## src/rtl/i2cs_pkg.sv

```systemverilog
// rtl/i2cs_pkg.sv - shared constants for the I2C slave input conditioner
// Purpose: counter width, idle line level and default synchroniser depth.
package i2cs_pkg;

  localparam int                    I2CS_LEN_W       = 8;
  localparam logic                  I2CS_IDLE_LVL    = 1'b1;
  localparam int                    I2CS_SYNC_STAGES = 2;
  localparam logic [I2CS_LEN_W-1:0] I2CS_CNT_ZERO    = '0;
  localparam logic [I2CS_LEN_W-1:0] I2CS_CNT_ONE     = I2CS_LEN_W'(1);

endpackage

```

## src/rtl/i2cs_line_filter.sv

```systemverilog
// rtl/i2cs_line_filter.sv - synchroniser, debounce and delay for one I2C line
// Purpose: turns one raw asynchronous pin into a clean, delayed level.
// Ports:
//   i_clk, i_rst_n      clock, asynchronous active-low reset
//   i_line              raw pin
//   i_enabled           low forces debounce/delay state to idle
//   i_debounce_len      debounce length N (glitches of <= N cycles rejected)
//   i_delay_len         delay length D
//   o_line              conditioned level (registered)
//   o_line_next         value o_line takes at the next clock edge
module i2cs_line_filter
  import i2cs_pkg::*;
#(
  parameter int SYNC_STAGES = I2CS_SYNC_STAGES
) (
  input  logic                  i_clk,
  input  logic                  i_rst_n,
  input  logic                  i_line,
  input  logic                  i_enabled,
  input  logic [I2CS_LEN_W-1:0] i_debounce_len,
  input  logic [I2CS_LEN_W-1:0] i_delay_len,
  output logic                  o_line,
  output logic                  o_line_next
);

  logic [SYNC_STAGES-1:0] r_sync;
  logic                   r_stable;
  logic [I2CS_LEN_W-1:0]  r_cnt;
  logic                   r_out;
  logic [I2CS_LEN_W-1:0]  r_dcnt;

  logic                   w_synced;
  logic                   w_stable_next;
  logic [I2CS_LEN_W-1:0]  w_cnt_next;
  logic                   w_out_next;
  logic [I2CS_LEN_W-1:0]  w_dcnt_next;

  assign w_synced = r_sync[SYNC_STAGES-1];

  // The synchroniser keeps running while disabled so re-enable sees the
  // current pin level without a metastability window.
  always_ff @(posedge i_clk or negedge i_rst_n) begin
    if (!i_rst_n) begin
      r_sync <= {SYNC_STAGES{I2CS_IDLE_LVL}};
    end else begin
      r_sync <= {r_sync[SYNC_STAGES-2:0], i_line};
    end
  end

  // Debounce: a new level must differ for N+1 consecutive cycles. The >=
  // compare lets a live reduction of N finish on the next cycle.
  always_comb begin
    w_stable_next = r_stable;
    w_cnt_next    = r_cnt;
    if (!i_enabled) begin
      w_stable_next = I2CS_IDLE_LVL;
      w_cnt_next    = I2CS_CNT_ZERO;
    end else if (w_synced == r_stable) begin
      w_cnt_next    = I2CS_CNT_ZERO;
    end else if (r_cnt >= i_debounce_len) begin
      w_stable_next = w_synced;
      w_cnt_next    = I2CS_CNT_ZERO;
    end else begin
      w_cnt_next    = r_cnt + I2CS_CNT_ONE;
    end
  end

  // Delay: one pending change; if stable reverts before expiry the change
  // is dropped, so out never pulses.
  always_comb begin
    w_out_next  = r_out;
    w_dcnt_next = r_dcnt;
    if (!i_enabled) begin
      w_out_next  = I2CS_IDLE_LVL;
      w_dcnt_next = I2CS_CNT_ZERO;
    end else if (r_stable == r_out) begin
      w_dcnt_next = I2CS_CNT_ZERO;
    end else if (r_dcnt >= i_delay_len) begin
      w_out_next  = r_stable;
      w_dcnt_next = I2CS_CNT_ZERO;
    end else begin
      w_dcnt_next = r_dcnt + I2CS_CNT_ONE;
    end
  end

  always_ff @(posedge i_clk or negedge i_rst_n) begin
    if (!i_rst_n) begin
      r_stable <= I2CS_IDLE_LVL;
      r_cnt    <= I2CS_CNT_ZERO;
      r_out    <= I2CS_IDLE_LVL;
      r_dcnt   <= I2CS_CNT_ZERO;
    end else begin
      r_stable <= w_stable_next;
      r_cnt    <= w_cnt_next;
      r_out    <= w_out_next;
      r_dcnt   <= w_dcnt_next;
    end
  end

  assign o_line      = r_out;
  assign o_line_next = w_out_next;

endmodule

```

## src/rtl/i2cs_input_conditioner.sv

```systemverilog
// rtl/i2cs_input_conditioner.sv - I2C slave pin conditioning and bus condition detect
// Purpose: conditions SCL/SDA and reports SCL edges, START, STOP and bus busy.
// Ports:
//   apb_pclk_i, apb_presetn_i        clock, asynchronous active-low reset
//   i2c_scl_i, i2c_sda_i             raw pins
//   i2c_enabled_i                    low forces idle outputs
//   i2c_debounce_len_i               debounce length, both lines
//   i2c_scl_delay_len_i / _sda_      per-line delay lengths
//   scl_o, sda_o                     conditioned levels
//   scl_rise_o, scl_fall_o           SCL edge strobes
//   start_o, stop_o                  bus condition strobes
//   bus_busy_o                       high between START and STOP
module i2cs_input_conditioner
  import i2cs_pkg::*;
#(
  parameter int SYNC_STAGES = I2CS_SYNC_STAGES
) (
  input  logic                  apb_pclk_i,
  input  logic                  apb_presetn_i,
  input  logic                  i2c_scl_i,
  input  logic                  i2c_sda_i,
  input  logic                  i2c_enabled_i,
  input  logic [I2CS_LEN_W-1:0] i2c_debounce_len_i,
  input  logic [I2CS_LEN_W-1:0] i2c_scl_delay_len_i,
  input  logic [I2CS_LEN_W-1:0] i2c_sda_delay_len_i,
  output logic                  scl_o,
  output logic                  sda_o,
  output logic                  scl_rise_o,
  output logic                  scl_fall_o,
  output logic                  start_o,
  output logic                  stop_o,
  output logic                  bus_busy_o
);

  logic w_scl;
  logic w_scl_next;
  logic w_sda;
  logic w_sda_next;

  logic r_scl_rise;
  logic r_scl_fall;
  logic r_start;
  logic r_stop;
  logic r_busy;

  i2cs_line_filter #(.SYNC_STAGES(SYNC_STAGES)) u_scl_filter (
    .i_clk          (apb_pclk_i),
    .i_rst_n        (apb_presetn_i),
    .i_line         (i2c_scl_i),
    .i_enabled      (i2c_enabled_i),
    .i_debounce_len (i2c_debounce_len_i),
    .i_delay_len    (i2c_scl_delay_len_i),
    .o_line         (w_scl),
    .o_line_next    (w_scl_next)
  );

  i2cs_line_filter #(.SYNC_STAGES(SYNC_STAGES)) u_sda_filter (
    .i_clk          (apb_pclk_i),
    .i_rst_n        (apb_presetn_i),
    .i_line         (i2c_sda_i),
    .i_enabled      (i2c_enabled_i),
    .i_debounce_len (i2c_debounce_len_i),
    .i_delay_len    (i2c_sda_delay_len_i),
    .o_line         (w_sda),
    .o_line_next    (w_sda_next)
  );

  // Strobes are derived from the filters' next values so they register on
  // the same edge as the level change they describe. Requiring SCL high
  // both before and after means a simultaneous SCL/SDA change only counts
  // as an SCL edge.
  always_ff @(posedge apb_pclk_i or negedge apb_presetn_i) begin
    if (!apb_presetn_i) begin
      r_scl_rise <= 1'b0;
      r_scl_fall <= 1'b0;
      r_start    <= 1'b0;
      r_stop     <= 1'b0;
      r_busy     <= 1'b0;
    end else if (!i2c_enabled_i) begin
      r_scl_rise <= 1'b0;
      r_scl_fall <= 1'b0;
      r_start    <= 1'b0;
      r_stop     <= 1'b0;
      r_busy     <= 1'b0;
    end else begin
      r_scl_rise <= ~w_scl & w_scl_next;
      r_scl_fall <= w_scl & ~w_scl_next;
      r_start    <= w_scl & w_scl_next & w_sda & ~w_sda_next;
      r_stop     <= w_scl & w_scl_next & ~w_sda & w_sda_next;
      if (r_start) begin
        r_busy <= 1'b1;
      end else if (r_stop) begin
        r_busy <= 1'b0;
      end
    end
  end

  assign scl_o      = w_scl;
  assign sda_o      = w_sda;
  assign scl_rise_o = r_scl_rise;
  assign scl_fall_o = r_scl_fall;
  assign start_o    = r_start;
  assign stop_o     = r_stop;
  assign bus_busy_o = r_busy;

endmodule

```

## config.mk

```make
export PLATFORM = sky130hd
export DESIGN_NAME = i2cs_input_conditioner
export DESIGN_NICKNAME = d
export VERILOG_FILES = /design/src/rtl/i2cs_pkg.sv /design/src/rtl/i2cs_line_filter.sv /design/src/rtl/i2cs_input_conditioner.sv
export SDC_FILE = /design/constraint.sdc
export NUM_CORES = 1
export LEC_CHECK = 0
export CAP_MARGIN = 20
export CORE_MARGIN = 3
export CORE_UTILIZATION = 40
export DETAILED_ROUTE_END_ITERATION = 7
export GPL_TIMING_DRIVEN = 0
export HOLD_SLACK_MARGIN = 0.12
export PLACE_DENSITY = 0.68
export SLEW_MARGIN = 20
export SYNTH_ARGS = -nofsm -noshare
export SYNTH_HDL_FRONTEND = slang
export SYNTH_HIERARCHICAL = 1
export SYNTH_SLANG_ARGS = --single-unit
```

## constraint.sdc

```tcl
create_clock -name apb_pclk_i -period 2.4 [get_ports apb_pclk_i]
set_input_delay 0.48 -clock apb_pclk_i [delete_from_list [all_inputs] [get_ports apb_pclk_i]]
set_output_delay 0.48 -clock apb_pclk_i [all_outputs]
set_load 0.005 [all_outputs]
```

## After elaboration in Yosys (flattened, before gate mapping)

Cells that the tools add are included.

| word-level totals | value |
|---|---|
| flip-flop bits (word level) | 45 |
| input port bits | 29 |
| output and inout bits | 7 |
| word-level logic and storage cells | 76 |

| operators by class | value |
|---|---|
| add/sub/neg operators | 4 |
| magnitude comparators | 4 |
| equal/unequal tests | 9 |
| mux-type cells | 31 |
| bitwise operators | 11 |
| reduce and logical (&&, ||, !) cells | 2 |

Operators by type and width:

| operator | number |
|---|---|
| 8-bit 2-to-1 mux | 12 |
| 8-bit by 1-bit adder with 8-bit output, second input constant | 4 |
| 8-bit greater-or-equal comparator | 4 |
| 1-bit 2-to-1 mux | 19 |
| 1-bit bitwise AND | 7 |
| 1-bit equality test | 4 |
| 2-bit by 1-bit != test with 1-bit output, second input constant | 2 |
| 2-bit != test, second input constant | 2 |
| 1-bit inverter | 4 |
| 2-bit AND reduction | 2 |
| 3-bit by 1-bit != test with 1-bit output, second input constant | 1 |

## Depth between registers and ports, before layout

Gate-level depths: netlist of the first run.

| depth | value |
|---|---|
| depth in word-level cells | 8 |
| depth in mapped cells | 8 |
| depth with buffers taken out | 8 |

## Modules after synthesis

The synthesis of the first run kept the hierarchy.

By module, submodules not included:

| module | times used | cells each | area an instance (um2) | sequential area each (um2) |
|---|---|---|---|---|
| i2cs_line_filter | 2 | 127 | 1326.3 | 505.5 |
| i2cs_input_conditioner | 1 | 13 | 191.4 | 125.1 |

## Least setup slack after synthesis of the first run

No wires, ideal clock.

| path | value |
|---|---|
| kind | input to register |
| from | in i2c_scl_delay_len_i[5] |
| to | reg r_stop, in the netlist stop_o |
| library setup time | 0.080 ns |
| arrival | 2.006 ns |
| required time | 2.320 ns |
| path slack | 0.314 ns |
| stages | 8 |
| path buffers | 0 |
| cells stage by stage | inv_1 -> ha_1 -> nand2_1 -> or3_1 -> o21ai_1 -> mux2i_1 -> nand3_2 -> nor3b_2 |

| on the way | value |
|---|---|
| word-level cells in the longest chain between the ends | 8 |

RTL lines:

| element | line | RTL |
|---|---|---|
| from (decl) | i2cs_input_conditioner.sv:24 | `input logic [I2CS_LEN_W-1:0] i2c_scl_delay_len_i,` |
| 8-bit greater-or-equal comparator | i2cs_line_filter.sv:78 | `end else if (r_dcnt >= i_delay_len) begin` |
| 1-bit 2-to-1 mux | i2cs_line_filter.sv:78 |  |
| 1-bit 2-to-1 mux | i2cs_line_filter.sv:76 | `end else if (r_stable == r_out) begin` |
| 1-bit 2-to-1 mux | i2cs_line_filter.sv:73 | `if (!i_enabled) begin` |
| via w_scl_next | i2cs_input_conditioner.sv:36 | `logic w_scl_next;` |
| 1-bit bitwise AND (3 in series) | i2cs_input_conditioner.sv:89 | `r_stop <= w_scl & w_scl_next & ~w_sda & w_sda_next;` |
| 1-bit 2-to-1 mux | i2cs_input_conditioner.sv:79 | `end else if (!i2c_enabled_i) begin` |
| to (signal assigned) | i2cs_input_conditioner.sv:89 |  |
| to (decl) | i2cs_input_conditioner.sv:43 | `logic r_stop;` |

The timed path passes the listed nets, and every way through them passes these cells.
A chain may end at the register's enable or synchronous reset.

## Final worst setup path of the first run

| path | value |
|---|---|
| from | in i2c_scl_delay_len_i[7] |
| to | reg r_start, in the netlist start_o |

| on the way | value |
|---|---|
| word-level cells in the longest chain between the ends | 8 |

RTL lines:

| element | line | RTL |
|---|---|---|
| 8-bit greater-or-equal comparator | i2cs_line_filter.sv:78 |  |
| 1-bit 2-to-1 mux | i2cs_line_filter.sv:78 |  |
| 1-bit 2-to-1 mux | i2cs_line_filter.sv:76 |  |
| 1-bit 2-to-1 mux | i2cs_line_filter.sv:73 |  |
| via w_scl_next | i2cs_input_conditioner.sv:36 |  |
| 1-bit bitwise AND (3 in series) | i2cs_input_conditioner.sv:88 | `r_start <= w_scl & w_scl_next & w_sda & ~w_sda_next;` |
| 1-bit 2-to-1 mux | i2cs_input_conditioner.sv:79 |  |
| to (signal assigned) | i2cs_input_conditioner.sv:88 |  |
| to (decl) | i2cs_input_conditioner.sv:42 | `logic r_start;` |

The timed path passes the listed nets, and every way through them passes these cells.

==> flow_summary_export.csv, run 1 <==
group,metric,value,unit
detailed_routing,num_vias,1914,
cells_and_area,fillers,645,
detailed_routing,first_pass_iters,4,
critical_path,crit_path_end_kind,"flip-flop",
die,start_util,0.416,
clock_network,cts_tree,"yes",
detailed_routing,post_drt_wl_per_cell,11.8,um
critical_path,crit_cells,9,
grt,first_global_vias,1939,
sta,max_slew_margin,0.616,
placement,io_buffers,35,
die,die_height,90.3,um
die,ioPinCount,36,
yosys,synth_edf_count,0,
run_status,status,"finished clean",
sta,setup_tns,0,ns
placement,placed_cells,399,
critical_path,critPathCapture,"start_o$_DFF_PN0_",
critical_path,crit_fanout,4,
yosys,avgSynthCellArea,10.7,um2
yosys,syn_area,0.00284,mm2
worst_hold_path,worst_hold_path_type,"reg2reg",
die,dieWidth,90.3,um
clock_network,clk_latency,0.29,ns
power_and_ir_drop,powerDensity,425,mW/mm2
critical_path,arrival,2.48,ns
cells_and_area,multiInputGateArea,0.00161,mm2
worst_hold_path,hold_depth,0,
grt,antenna_found_initial,0,
sta,final_max_slew_viol_count,0,
sta,max_slew.worst_pin.slew,0.575,ns
power_and_ir_drop,vdd_drop_max,0.000254,V
critical_path,critical_path_required,2.62,ns
clock_network,numCtsBuffers,5,
cells_and_area,fin_util,0.508,
critical_path,worstReg2RegStart,"u_scl_filter/r_dcnt[5]$_DFF_PN0_",
sta,post-route-min-period,2.26,ns
placement,post-dp-hpwl,3.71,mm
cells_and_area,final_common_cell,"dfrtp_1",
critical_path,timing.rr.end,"start_o$_DFF_PN0_",
critical_path,setup.worst_path.start,"i2c_scl_delay_len_i[7]",
sta,rsz0062_at_grt,"false",
clock_network,cts_max_path_buffers,2,
grt,grt_overflow,0,
yosys,ys_warn_count,6,
cells_and_area,drive_above_1_share,0.153,
job,cap_violations,0,
sta,worst_slack,0.139,ns
sta,post-route-period-util,0.942,
grt,grt_max_degree,33,
clock_network,clock-root-buffer,"clkbuf_8",
detailed_routing,postRouteWirelength,4.83,mm
yosys,yosys.area.top_type,"dfrtp_1",
yosys,ys_types,33,
cells_and_area,diodes,0,
critical_path,crit_chain,"clkdlybuf4s50_1 -> inv_1 -> ha_1 -> nand2_1 -> or3_4 -> o21ai_4 -> mux2i_4 -> nand3_2 -> nor3b_2",
clock_network,cts_sinks,45,
yosys,syn_nets,332,
placement,post-place-ws,-0.324,ns
cells_and_area,final_cells,409,
placement,gp_congestion,0.803,
critical_path,start_kind,"input port",
yosys,synth-main-ff-cell,"dfrtp_1",
yosys,ys_seq_area_frac,0.399,
detailed_routing,post-route-drc-count,0,
yosys,syn-instance-count,267,
clock_network,cts.clk_slew.worst_paths,0.08,ns
detailed_routing,vias_per_cell,4.68,
grt,grt_pass1_wl,8.63,mm
grt,grt_usage,0.128,
critical_path,path_class,"in2reg",
detailed_routing,drt_iter0_markers,41,
yosys,ys_ff_latch,45,
critical_path,rrSetupSlack,0.37,ns
critical_path,worstRegToRegCells,7,
die,core_area,0.00683,mm2
critical_path,cp_num_buf_inv,2,
yosys,yosysTopAreaCellShare,0.326,
sta,hold_viol,0,
critical_path,crit_slowest_cell,"clkdlybuf4s50_1",
sta,max_freq,0.442,GHz
critical_path,critPathMaxStageDelay,0.45,ns
cells_and_area,area_delta_synth_final,22.0,%
yosys,synth.area.top_cells,"dfrtp_1, ha_1, dfstp_2",
yosys,ys_async_sr_fraction,1.00,
clock_network,h-tree-depth,2,
detailed_routing,route.antenna.remaining_nets,0,
sta,setup_violations,0,
power_and_ir_drop,p_leak,1.68,nW
die,num_rows,30,
die,die_area,0.00816,mm2
cells_and_area,fin_nets,377,
critical_path,critical_path.top_delay_family,"simple AND/OR/NAND/NOR gates",
cells_and_area,final_cell_mix,"dfrtp_1, inv_1, ha_1",
cells_and_area,seq_area,0.00114,mm2
sta,skew,0.00876,ns
==> cells in the mapped netlist (4+ instances only) <==
cell	count
and3_1	8
nand2_1	5
dfrtp_1	37
nand3_1	20
inv_1	36
nor2_1	35
xor2_1	24
o21a_1	5
xnor2_1	4
nor2b_1	5
a21oi_1	4
ha_1	36
nand2b_1	4
dfstp_2	8
==> repair_timing <==
| action | CTS | global route |
|---|---|---|
| setup buffers | 0 | 1 |
| hold buffers | 1 | 0 |
| gates resized for setup | 1 | 6 |
| pin swaps | 0 | 2 |
| setup endpoints to repair | 1 | 2 |
| endpoints found under the hold margin | 12 | 0 |
==> how the worst min path moves through the flow <==
stage | from | endpoint | slack [ns]
after floorplan | apb_presetn_i | bus_busy_o$_DFFE_PN0P_ | 0.18
after global placement | u_sda_filter/r_sync[0]$_DFF_PN1_ | u_sda_filter/r_sync[1]$_DFF_PN1_ | 0.35
after detailed placement | u_sda_filter/r_sync[0]$_DFF_PN1_ | u_sda_filter/r_sync[1]$_DFF_PN1_ | 0.35
after CTS | u_sda_filter/r_sync[0]$_DFF_PN1_ | u_sda_filter/r_sync[1]$_DFF_PN1_ | 0.37
after global routing | u_sda_filter/r_sync[0]$_DFF_PN1_ | u_sda_filter/r_sync[1]$_DFF_PN1_ | 0.37
final | u_sda_filter/r_sync[0]$_DFF_PN1_ | u_sda_filter/r_sync[1]$_DFF_PN1_ | 0.36
==> layout make-up <==
type / instances / share of cell area
clock buffer: 6 / 0.0209
sequential: 45 / 0.327
multi-input combinational: 186 / 0.465
timing repair buffer: 38 / 0.110
clock inverter: 2 / 0.00288
tap: 96 / 0.0346
inverter: 36 / 0.0389
==> worst register-to-register path: stages (launching register included) <==
cell	delay [ns]
dfrtp_1	0.43
ha_1	0.31
nand2_1	0.06
or3_4	0.40
o21ai_4	0.19
mux2i_4	0.29
nand3_2	0.12
nor3b_2	0.18
==> logic make-up after synthesis <==
family,synth area share
AOI/OAI and AO/OA,0.121
xor gates and xnor gates,0.0862
adders and majority gates,0.158
buffers and inverters,0.0475
DFF,0.399
muxes,0.0176
and+or+nand+nor,0.169
==> metal layers <==
layer | track usage | share of wire
met1 | 0.170 | 0.49
met2 | 0.200 | 0.46
met3 | 0.0367 | 0.048
met4 | 0.0408 | 0.0095
met5 | 0 | 0
==> through the flow <==
stage / power (mW) / hold slack (ns) / instance area [um2]
floorplan: 0.940 / 0.184 / 2840
global placement: 1.03 / 0.347 / 3310
detailed placement: 1.04 / 0.355 / 3330
CTS: 1.50 / 0.366 / 3430
global route: 1.55 / 0.368 / 3470
finish: 1.47 / 0.364 / 3470
==> power breakdown <==
part           internal [mW]  leakage [nW]  switching (mW)  total (mW)
clock network          0.202        0.0450           0.246       0.448
registers              0.779         0.598          0.0199       0.799
logic                  0.119          1.03           0.108       0.227
total                   1.10          1.68           0.374        1.47
==> sequential cells by signal, indices dropped and copies added, names as in the netlist <==
register,count
u_sda_filter/o_line,1
stop_o,1
u_sda_filter/r_sync,2
u_scl_filter/o_line,1
u_scl_filter/r_sync,2
bus_busy_o,1
u_sda_filter/r_stable,1
u_sda_filter/r_cnt,8
start_o,1
u_scl_filter/r_stable,1
scl_fall_o,1
u_sda_filter/r_dcnt,8
u_scl_filter/r_dcnt,8
scl_rise_o,1
u_scl_filter/r_cnt,8
Note: power is estimated with default switching activity, not from simulation.
==> inputs of run 2 (changes only) <==
- CAP_MARGIN: 20 -> unset
==> results of run 2 <==
Same layout as run 1: the final DEF is identical, and so are final timing and power.
==> inputs of run 3 (changes only) <==
- ABC_AREA: unset -> 1
- REMOVE_ABC_BUFFERS: unset -> 1
==> run 3 against run 2 <==
Die area up 1.1%. Largest power group unchanged. Non-clock buffer count down 2. Critical path depth up 4. Routed wire length up 1.3%. Via count up 12%. Register-to-register slack better by 0.26 ns. Clock skew down 0.0028 ns. Global-route usage down 0.077 points. Core utilization down 0.11 points. Largest cell class unchanged. Sequential share of layout area down 0.11 points. First-iteration DRC count rose to 2.5 times the previous value.
==> flow_summary_export.csv, run 3 <==
group,metric,value,unit
run_status,status,"finished clean",
yosys,synthTopCellsByCount,"nand2_1, inv_1, nor2_1",
cells_and_area,fin_area,0.00348,mm2
power_and_ir_drop,netSwitchingFraction,0.241,
cells_and_area,fin_nets,447,
detailed_routing,drt_iter0_markers,104,
clock_network,clk_latency,0.30,ns
cells_and_area,area_delta_synth_final,21.0,%
yosys,yosysTopAreaCellShare,0.322,
grt,grt_max_degree,25,
clock_network,cts_sinks,45,
clock_network,numCtsBuffers,5,
sta,max_freq,0.501,GHz
power_and_ir_drop,vdd_drop_max,0.000380,V
detailed_routing,post_drt_wl_per_cell,10.2,um
power_and_ir_drop,p_clk_frac,0.359,
yosys,synth.area.top_cells,"dfrtp_1, ha_1, nand2_1",
clock_network,clock-root-buffer,"clkbuf_8",
clock_network,cts.clk_slew.worst_paths,0.09,ns
grt,grt_overflow,0,
power_and_ir_drop,p_leak,1.81,nW
detailed_routing,num_vias,2146,
sta,max_slew_margin,0.623,
critical_path,crit_path_end_kind,"flip-flop",
clock_network,cts_max_path_buffers,2,
job,cap_violations,0,
cells_and_area,fillers,664,
sta,setup_violations,0,
power_and_ir_drop,power_switching,0.380,mW
critical_path,path_class,"in2reg",
power_and_ir_drop,p_int,1.20,mW
yosys,ys_ff_latch,45,
yosys,syn-instance-count,339,
yosys,ys_types,22,
die,dieWidth,90.8,um
cells_and_area,diodes,0,
yosys,yosys.area.top_type,"dfrtp_1",
placement,io_buffers,35,
clock_network,postCtsSetupBuffers,0,
cells_and_area,final_cells,479,
sta,rsz0062_at_grt,"false",
clock_network,cts_resized,0,
die,ioPinCount,36,
placement,post-dp-hpwl,3.92,mm
grt,first_global_vias,2115,
die,num_rows,30,
yosys,ys_seq_area_frac,0.395,
grt,grt_pass1_wl,8.71,mm
sta,max_slew.worst_pin.slew,0.565,ns
yosys,ys_async_sr_fraction,1.00,
die,die_area,0.00825,mm2
sta,post-route-period-util,0.832,
yosys,ys_warn_count,6,
die,start_util,0.419,
clock_network,cts_hold_buf,0,
placement,dpl-instance-area,0.00337,mm2
sta,hold_viol,0,
grt,grt_usage,0.127,
placement,placed_cells,471,
critical_path,crit_fanout,3,
clock_network,cts_tree,"yes",
detailed_routing,post-route-drc-count,0,
yosys,avgSynthCellArea,8.49,um2
sta,post-route-min-period,2.00,ns
yosys,synth_edf_count,0,
critical_path,start_kind,"input port",
cells_and_area,final_common_cell,"nand2_1",
detailed_routing,vias_per_cell,4.48,
sta,final_max_slew_viol_count,0,
yosys,syn_area,0.00288,mm2
power_and_ir_drop,powerDensity,453,mW/mm2
sta,skew,0.00594,ns
detailed_routing,postRouteWirelength,4.89,mm
yosys,synth-main-ff-cell,"dfrtp_1",
cells_and_area,final_cell_mix,"nand2_1, inv_1, nor2_1",
detailed_routing,route.antenna.remaining_nets,0,
placement,gp_congestion,0.788,
worst_hold_path,worst_hold_path_type,"in2async",
cells_and_area,drive_above_1_share,0.102,
power_and_ir_drop,combinationalPowerShare,0.134,
clock_network,h-tree-depth,2,
critical_path,arrival,2.23,ns
power_and_ir_drop,pwr-share-seq,0.507,
critical_path,critical_path_required,2.63,ns
die,die_height,90.8,um
yosys,yosysMostFrequentCell,"nand2_1",
grt,antenna_found_initial,0,
detailed_routing,first_pass_iters,4,
die,core_area,0.00687,mm2
[run 3: changes by cell type in the layout (fill, tap and decap cells not counted), moves of 5 or more]
cell	before	now
nor2b_1	5	0
and3_1	8	0
inv_1	36	61
nand2_1	5	69
nand3_1	20	15
xnor2_1	4	9
xor2_1	24	17
o21a_1	5	0
nor2_1	35	50
nor2_4	0	5
nor3_2	0	5
[run 3: per-stage QoR]
step	setup WS, ns	TNS [ns]	hold WS (ns)	utilization	power [mW]
final	0.403	0	0.163	0.507	1.58
after global routing	0.230	0	0.185	0.507	1.67
after CTS	0.400	0	0.181	0.507	1.60
after detailed placement	0.0816	0	0.347	0.491	1.03
after global placement	-0.352	-12.96	0.346	0.487	1.01
after floorplan	0.753	0	0.184	-	0.928
[run 3: path summary, 6_finish.rpt]
kind	slack [ns]	end	cells past startpoint	startpoint
worst max-delay path	0.40	start_o$_DFF_PN0_	13	i2c_sda_delay_len_i[3]
worst min-delay path	0.16	bus_busy_o$_DFFE_PN0P_	1	apb_presetn_i
worst max register to register	0.63	start_o$_DFF_PN0_	11	u_sda_filter/r_dcnt[3]$_DFF_PN0_
worst min register to register	0.36	u_sda_filter/r_sync[1]$_DFF_PN1_	0	u_sda_filter/r_sync[0]$_DFF_PN1_
max in group asynchronous	1.66	u_scl_filter/o_line$_DFF_PN1_	2	apb_presetn_i
min in group apb_pclk_i	0.36	u_sda_filter/r_sync[1]$_DFF_PN1_	0	u_sda_filter/r_sync[0]$_DFF_PN1_
[run 3: per-layer routing]
metal	GRT usage	up-vias	routed length, um
li1	-	1132	-
met3	0.0408	4	221
met2	0.225	30	2390
met4	0.0264	0	41
met5	0	-	0
met1	0.149	980	2240
[run 3: cell type report]
type	instances	area, um2	share of cell area
Multi-Input combinational cell	233	1510	0.434
Sequential cell	45	1140	0.326
Timing Repair Buffer	36	373	0.107
Inverter	61	229	0.0658
Tap cell	96	120	0.0345
Clock buffer	6	72.6	0.0208
Clock inverter	2	38.8	0.0111
[run 3: cells by family after synthesis]
family | count (synthesis) | share of synthesized area
AND/OR/NAND/NOR | 160 | 0.268
buffers and inverters | 61 | 0.0796
flip-flops | 45 | 0.395
adder cells (fa/ha/maj) | 36 | 0.157
XOR/XNOR | 26 | 0.0791
AO/OA/AOI/OAI | 11 | 0.0222
[run 3: power groups by stage]
stage	sequential (mW)	clock, mW	combinational (mW)
floorplan	0.809	0	0.119
CTS	0.799	0.586	0.217
global route	0.802	0.616	0.247
detailed placement	0.814	0	0.215
finish	0.799	0.566	0.210
global placement	0.813	0	0.202
[run 3: critical path, stage by stage]
cell and delay (ns):
clkdlybuf4s50_1 0.45, inv_1 0.04, ha_1 0.30, nand2_1 0.10, nor2_1 0.05, nor2_1 0.08, nand2_1 0.07, nand2_1 0.11
nand2_1 0.10, nand2_1 0.07, nand3_1 0.09, nand3b_1 0.18, nor2_1 0.10
